File: src/rtl/dehaze_pkg.sv
// Shared definitions for the dehaze frame controller.
// Mode codes, reset defaults, FSM encoding and small helpers.
package dehaze_pkg;

  localparam logic [1:0] DH_MODE_DEHAZE = 2'd0;
  localparam logic [1:0] DH_MODE_TRANS  = 2'd1;
  localparam logic [1:0] DH_MODE_DARK   = 2'd2;
  localparam logic [1:0] DH_MODE_BYPASS = 2'd3;

  localparam logic [7:0] DH_THRE_RST = 8'd20;
  localparam logic [7:0] DH_ATMO_MIN = 8'd100;
  localparam logic [7:0] DH_ATMO_RST = 8'hFF;

  typedef enum logic [1:0] {
    ST_SYNC   = 2'd0,
    ST_IDLE   = 2'd1,
    ST_ACTIVE = 2'd2
  } dh_state_e;

  function automatic logic [10:0] sat_inc11(
    input logic [10:0] v
  );
    return (v == 11'h7FF) ? v : v + 11'd1;
  endfunction

  function automatic logic [7:0] atmo_blend(
    input logic [7:0] a,
    input logic [7:0] m
  );
    logic [9:0] s;
    s = 10'(a) * 10'd3 + 10'(m) + 10'd2;
    return s[9:2];
  endfunction

endpackage

File: src/rtl/vip_frame_geom_chk.sv
// Frame geometry checker: vsync/href edges, pixel and
// line counters, sticky line error and frame error flag.
module vip_frame_geom_chk
  import dehaze_pkg::*;
#(
  parameter logic [10:0] HDISP = 11'd800,
  parameter logic [10:0] VDISP = 11'd600
) (
  input  logic clk,
  input  logic rst_n,
  input  logic vsync,
  input  logic href,
  input  logic clken,
  input  logic start,
  input  logic active,
  output logic rise,
  output logic fall,
  output logic err
);

  logic        vsync_d_q;
  logic        href_d_q;
  logic [10:0] pix_q;
  logic [10:0] pix_d;
  logic [10:0] line_q;
  logic [10:0] line_d;
  logic        lerr_q;
  logic        lerr_d;
  logic        href_fall;
  logic        pix_hit;

  assign rise      = vsync & ~vsync_d_q;
  assign fall      = ~vsync & vsync_d_q;
  assign href_fall = ~href & href_d_q;
  assign pix_hit   = clken & href;

  // Counter next-state; a frame start restarts geometry and
  // counts a pixel arriving on the very same cycle.
  always_comb begin
    pix_d  = pix_q;
    line_d = line_q;
    lerr_d = lerr_q;
    if (start) begin
      pix_d  = {10'd0, pix_hit};
      line_d = '0;
      lerr_d = 1'b0;
    end else if (active) begin
      if (href_fall) begin
        lerr_d = lerr_q | (pix_q != HDISP);
        line_d = sat_inc11(line_q);
        pix_d  = '0;
      end else if (pix_hit) begin
        pix_d = sat_inc11(pix_q);
      end
    end
    err = lerr_d | (line_d != VDISP);
  end

  // Edge-detect history and geometry counters.
  always_ff @(posedge clk or negedge rst_n) begin
    if (!rst_n) begin
      vsync_d_q <= 1'b0;
      href_d_q  <= 1'b0;
      pix_q     <= '0;
      line_q    <= '0;
      lerr_q    <= 1'b0;
    end else begin
      vsync_d_q <= vsync;
      href_d_q  <= href;
      pix_q     <= pix_d;
      line_q    <= line_d;
      lerr_q    <= lerr_d;
    end
  end

endmodule

File: src/rtl/dehaze_frame_ctrl.sv
// Dehaze frame controller: frame FSM, boundary-applied
// host config and clamped/smoothed atmospheric light.
module dehaze_frame_ctrl
  import dehaze_pkg::*;
#(
  parameter logic [10:0] IMG_HDISP = 11'd800,
  parameter logic [10:0] IMG_VDISP = 11'd600,
  parameter logic [7:0]  ATMO_MIN  = DH_ATMO_MIN,
  parameter logic [7:0]  THRE_RST  = DH_THRE_RST
) (
  input  logic        clk,
  input  logic        rst_n,
  input  logic        per_frame_vsync,
  input  logic        per_frame_href,
  input  logic        per_frame_clken,
  input  logic        cfg_valid,
  output logic        cfg_ready,
  input  logic [1:0]  cfg_mode,
  input  logic [7:0]  cfg_thre,
  input  logic [7:0]  meas_atmo,
  output logic [1:0]  act_mode,
  output logic [7:0]  act_thre,
  output logic [7:0]  act_atmo,
  output logic        frame_start,
  output logic        frame_done,
  output logic        frame_err,
  output logic [15:0] frame_cnt
);

  dh_state_e   state_q;
  dh_state_e   state_d;
  logic        start_q;
  logic        start_d;
  logic        done_q;
  logic        done_d;
  logic        ferr_q;
  logic        ferr_d;
  logic        pend_q;
  logic        pend_d;
  logic [1:0]  pmode_q;
  logic [1:0]  pmode_d;
  logic [7:0]  pthre_q;
  logic [7:0]  pthre_d;
  logic [1:0]  mode_q;
  logic [1:0]  mode_d;
  logic [7:0]  thre_q;
  logic [7:0]  thre_d;
  logic [7:0]  atmo_q;
  logic [7:0]  atmo_d;
  logic        seen_q;
  logic        seen_d;
  logic [15:0] cnt_q;
  logic [15:0] cnt_d;

  logic        rise;
  logic        fall;
  logic        geom_err;
  logic        go;
  logic        endf;
  logic        active;
  logic        accept;
  logic [7:0]  m;

  assign active = (state_q == ST_ACTIVE);
  assign go     = (state_q == ST_IDLE) & rise;
  assign endf   = active & fall;

  vip_frame_geom_chk #(
    .HDISP (IMG_HDISP),
    .VDISP (IMG_VDISP)
  ) u_geom (
    .clk    (clk),
    .rst_n  (rst_n),
    .vsync  (per_frame_vsync),
    .href   (per_frame_href),
    .clken  (per_frame_clken),
    .start  (go),
    .active (active),
    .rise   (rise),
    .fall   (fall),
    .err    (geom_err)
  );

  // Next state for FSM, pulses, config and atmo filter.
  always_comb begin
    state_d = state_q;
    start_d = go;
    done_d  = endf;
    ferr_d  = endf & geom_err;
    pend_d  = pend_q;
    pmode_d = pmode_q;
    pthre_d = pthre_q;
    mode_d  = mode_q;
    thre_d  = thre_q;
    atmo_d  = atmo_q;
    seen_d  = seen_q;
    cnt_d   = cnt_q;
    accept  = cfg_valid & ~pend_q;
    m = (meas_atmo < ATMO_MIN) ? ATMO_MIN : meas_atmo;

    unique case (state_q)
      ST_SYNC:   if (!per_frame_vsync) state_d = ST_IDLE;
      ST_IDLE:   if (rise) state_d = ST_ACTIVE;
      ST_ACTIVE: if (fall) state_d = ST_IDLE;
      default:   state_d = ST_SYNC;
    endcase

    if (go && pend_q) begin
      mode_d = pmode_q;
      thre_d = pthre_q;
      pend_d = 1'b0;
    end
    if (accept) begin
      pend_d  = 1'b1;
      pmode_d = cfg_mode;
      pthre_d = cfg_thre;
    end

    if (endf && !geom_err) begin
      cnt_d  = cnt_q + 16'd1;
      atmo_d = seen_q ? atmo_blend(atmo_q, m) : m;
      seen_d = 1'b1;
    end
  end

  // All controller state, registered outputs included.
  always_ff @(posedge clk or negedge rst_n) begin
    if (!rst_n) begin
      state_q <= ST_SYNC;
      start_q <= 1'b0;
      done_q  <= 1'b0;
      ferr_q  <= 1'b0;
      pend_q  <= 1'b0;
      pmode_q <= DH_MODE_DEHAZE;
      pthre_q <= THRE_RST;
      mode_q  <= DH_MODE_DEHAZE;
      thre_q  <= THRE_RST;
      atmo_q  <= DH_ATMO_RST;
      seen_q  <= 1'b0;
      cnt_q   <= '0;
    end else begin
      state_q <= state_d;
      start_q <= start_d;
      done_q  <= done_d;
      ferr_q  <= ferr_d;
      pend_q  <= pend_d;
      pmode_q <= pmode_d;
      pthre_q <= pthre_d;
      mode_q  <= mode_d;
      thre_q  <= thre_d;
      atmo_q  <= atmo_d;
      seen_q  <= seen_d;
      cnt_q   <= cnt_d;
    end
  end

  assign cfg_ready   = ~pend_q;
  assign act_mode    = mode_q;
  assign act_thre    = thre_q;
  assign act_atmo    = atmo_q;
  assign frame_start = start_q;
  assign frame_done  = done_q;
  assign frame_err   = ferr_q;
  assign frame_cnt   = cnt_q;

endmodule

File: config.mk
export PLATFORM = sky130hd
export DESIGN_NAME = dehaze_frame_ctrl
export DESIGN_NICKNAME = d
export VERILOG_FILES = /design/src/rtl/dehaze_pkg.sv /design/src/rtl/vip_frame_geom_chk.sv /design/src/rtl/dehaze_frame_ctrl.sv
export SDC_FILE = /design/constraint.sdc
export NUM_CORES = 1
export LEC_CHECK = 0
export ABC_AREA = 1
export ABC_CLOCK_PERIOD_IN_PS = 2150
export CORE_UTILIZATION = 50
export CTS_CLUSTER_DIAMETER = 80
export DETAILED_ROUTE_END_ITERATION = 12
export PLACE_DENSITY = 0.77
export SLEW_MARGIN = 15
export SYNTH_ARGS = -nofsm -noshare
export SYNTH_HDL_FRONTEND = slang
export SYNTH_HIERARCHICAL = 1
export SYNTH_SLANG_ARGS = --single-unit
File: constraint.sdc
create_clock -name clk -period 2.15 [get_ports clk]
set_input_delay 0.215 -clock clk [delete_from_list [all_inputs] [get_ports clk]]
set_output_delay 0.215 -clock clk [all_outputs]
set_load 0.1 [all_outputs]
==> results.md <==
* Mean number of vias per cell at slightly above 5
* FP Rows at 33
* Max Freq at just under 0.4 GHz
* Synthesized area at about 0.0043 mm2
* Starting Density at between 50% and 60%
* Failing checks: negative setup slack
* Overflow after GRT at 0
* Worst-path clk slew at approximately 90 ps
* Worst slew pin tran at between 600 and 700 ps
* Clk pwr share at approximately a quarter
* Critical path's largest stage delay at roughly 380 ps
* Slew Limit Fails at 0
* Post-DP HPWL at 7.48 mm
* Final setup TNS at -6750 ps
* Final setup margin at -398 ps
* Peak fanout along the critical path at 6
* Via Count at 4005
* Vias in the first global route at 3830
* Worst vdd rail ir drop at 0.565 mV
* Highest metal used: met4
* Core box area at 0.00830 mm2
* Run status: finished, violations left
* Power density cells at ~860 mW/mm2
* Synth async-reset ratio at between 90% and 100%
* Initial antenna violation count at 0
* Flops & latches, synth at between 70 and 80
* WS Path Type: reg -> reg
* Fin crit share at 119%
* Fill count at 581
* Slowest-stage cell, CP: dfrtp_1
* Placed cell areas at roughly 0.0055 mm2
* Synth cell types at 39
* Final min period at around 2500 ps
* Final Power at approximately 5.3 mW
* WL/cell at 13.9 um
* Number of synthesized flops with an enable pin at 0
* First-pass GRT wire length at roughly 17 mm
* M1 WL at ~4.4 mm
* Avg Inst Size Synth at 8.34 um2
* CP Capture Type: register
* Boundary Pins at just over 60
* CTS tree: done
* WP buf/inv at 0
* Worst Clk Skew at around 13 ps
* Clock Latency Late Sink at ~360 ps
* Met3 WL at about 550 um
* Worst slew margin at just under 60%
* CP Launch Type: register
* Largest net degree at the start of global routing at 42
* Hold WC Path Type: in -> reg
* Unrepaired setup endpoints after global routing: true
* CTS HTree Levels at 3
* Port Buffer Count at 61
* Top FF cell, synth: dfrtp_1
* DRT iter0 DRCs at approximately 230
* Die Area at between 0.009 and 0.01 mm2
* Comb power frac at 40.9%
* Die H at 94.9 um
* Finish-stage setup viols at 25
* LEAKAGE at 3.35 nW
* Layout cell share with drive strength beyond 1 at a little over a third
* All-layer global routing usage at a little under a quarter
* Critical Path AT at 2840 ps
* CTS root buffer: clkbuf_8
* CP Cell Sequence: ha_2 > nand2_2 > nor2_4 > nand3_2 > nand2_2 > nor2_1 > nor2_1 > nand2_1 > nor2_2 > nand3_2 > nor2_4 > nand4_4 > nor2_4 > nand2_4 > nor2_4 > nand2_4 > nor2_4 > xor2_1
* Final wirelength at ~11 mm
* NetSw at 2.23 mW
* RePlAce Congestion at just under 0.9
* Max-cap violation count at 0
* Seq pwr share at a little over a third
* Synthesis-to-finish area growth at 43.5%
* Top cell by count, worst path: nor2_4
* Final Cell Area at ~0.0062 mm2
* Die width at 94.9 um
* Routed Antenna Nets at 0
* Delay-heaviest family, CP: simple AND/OR/NAND/NOR gates
* Synth warnings at 6
* Int Pwr at between 3 and 4 mW
* TritonRoute pass-1 iters at 5
* Metal2 WL at 5.77 mm
* Worst path required time at ~2400 ps
* CTS sink count at 76
* Total CTS buffers at 9
* Final Hold Fails at 0
* N_diodes at 0
* DR DRC count at 0
* Post-Syn Instances at slightly above 500
* Syn Nets at 560
* Final nets at a little over 700
* Sw frac at a little over two fifths
* Seq/Total Area, Yosys at between 40% and 50%
* Number of buffers on the longest clock path at 2
cell usage after synthesis, types with 7 or more instances:
master    count  area [um2]
clkbuf_1      7        26.3
inv_2         9        33.8
dfstp_2      12         315
nand2_1     111         417
nand2_4       7        78.8
a21oi_1      34         170
nor2_4        7        78.8
nor2_1       49         184
ha_1         13         163
nand4_1       9        56.3
dfrtp_1      64        1600
o21ai_0      19        95.1
nand3_1      27         135
inv_1        77         289
xor2_1       14         123
nor3_1        8        40.0
power groups by stage:
| stage | logic (mW) | registers [mW] | clock network, mW |
|---|---|---|---|
| 5_1_grt | 2.35 | 1.93 | 1.34 |
| 3_3_place_gp | 2.04 | 1.92 | 0 |
| 6_report | 2.18 | 1.90 | 1.26 |
| 3_5_place_dp | 2.10 | 1.93 | 0 |
| 2_1_floorplan | 0.714 | 2.63 | 0 |
| 4_1_cts | 2.14 | 1.90 | 1.28 |
kinds of logic after synthesis:
logic type | after synthesis | share of synthesized area, %
AND/OR/NAND/NOR | 235 | 27.1
buffers and inverters | 97 | 9.11
flip-flops | 76 | 44.4
AO/OA/AOI/OAI | 71 | 8.96
XOR/XNOR | 19 | 3.86
adder cells (fa/ha/maj) | 19 | 6.55
worst register-to-register path, cell delays in order, from the launching register on:
cell and delay (ps):
dfrtp_1 380, ha_2 200, nand2_2 80, nor2_4 180
nand3_2 90, nand2_2 90, nor2_1 70, nor2_1 120
nand2_1 80, nor2_2 130, nand3_2 110, nor2_4 170
nand4_4 130, nor2_4 170, nand2_4 70, nor2_4 130
nand2_4 80, nor2_4 80, xor2_1 140
layer usage:
layer | up-vias | GRT usage (%)
li1 | 1945 | -
met1 | 1915 | 28.1
met2 | 115 | 42.1
met3 | 30 | 4.27
met4 | 0 | 11.1
met5 | - | 0
cells in the final DEF, fill, tap and decap left out, types with 3 or more instances in the layout:
| master | synthesis | routed |
|---|---|---|
| a21oi_1 | 34 | 27 |
| a21oi_2 | 0 | 7 |
| buf_4 | 0 | 119 |
| buf_6 | 2 | 12 |
| clkbuf_8 | 0 | 9 |
| clkdlybuf4s50_1 | 0 | 16 |
| dfrtp_1 | 64 | 61 |
| dfrtp_2 | 0 | 3 |
| dfstp_2 | 12 | 5 |
| dfstp_4 | 0 | 7 |
| dlygate4sd2_1 | 0 | 6 |
| fa_1 | 6 | 6 |
| ha_1 | 13 | 10 |
| inv_1 | 77 | 74 |
| inv_2 | 9 | 10 |
| inv_6 | 0 | 4 |
| nand2_1 | 111 | 99 |
| nand2_2 | 1 | 11 |
| nand2_4 | 7 | 9 |
| nand3_1 | 27 | 21 |
| nand3_2 | 2 | 8 |
| nand4_1 | 9 | 9 |
| nor2_1 | 49 | 43 |
| nor2_2 | 3 | 5 |
| nor2_4 | 7 | 11 |
| nor3_1 | 8 | 7 |
| o21ai_0 | 19 | 13 |
| o21ai_1 | 6 | 11 |
| o21bai_1 | 6 | 6 |
| xnor2_2 | 0 | 3 |
| xor2_1 | 14 | 12 |
flip-flops by register name, indices dropped and copies added, names as in the netlist:
register,cells
state_q,2
pthre_q,8
u_geom/lerr_q,1
u_geom/vsync_d_q,1
u_geom/href_d_q,1
pend_q,1
act_thre,8
pmode_q,2
frame_done,1
u_geom/line_q,11
seen_q,1
u_geom/pix_q,11
frame_cnt,16
act_mode,2
act_atmo,8
frame_err,1
frame_start,1
timing repair:
| action | in CTS | in global routing |
|---|---|---|
| endpoints found under the setup margin | 25 | 26 |
| resized for setup | 23 | 55 |
| hold endpoints to repair | 31 | 0 |
| setup buffers | 10 | 16 |
| pin swaps | 19 | 16 |
| hold buffers | 1 | 0 |
path summary, 6_finish.rpt:
| path | startpoint | to | slack [ps] | cells after the start |
|---|---|---|---|---|
| worst max-delay path | u_geom/line_q[1] | frame_cnt[15] | -400 | 18 |
| worst min register to register | frame_cnt[15] | frame_cnt[15] | 480 | 1 |
| max in group asynchronous | rst_n | act_thre[2] | 1060 | 3 |
| worst min-delay path | meas_atmo[7] | act_atmo[7] | 340 | 5 |
| worst max register to register | u_geom/line_q[1] | frame_cnt[15] | -400 | 18 |
| min in group asynchronous | rst_n | state_q[0] | 370 | 2 |
final cells by class:
type                    count  area (um2)  share of cell area, %
multi-input cells         344        2240                   36.2
repair buffers            156        1290                   20.8
clock buffers               9         124                   2.00
flip-flops and latches     76        1950                   31.4
inverters                  88         359                   5.80
clock inverters             7         104                   1.68
well taps                 105         131                   2.12
stage by stage:
step / worst slack [ps] / utilization (%) / hold WS, ps / std cells
6_report: -398 / 74.6 / 338 / 785
5_1_grt: -581 / 74.6 / 358 / 785
4_1_cts: -379 / 70.7 / 341 / 771
3_5_place_dp: -837 / 66.5 / 231 / 745
3_3_place_gp: -772 / 66.5 / 226 / 745
2_1_floorplan: -240 / - / -80.6 / 517
(Power assumes the default switching activity.)
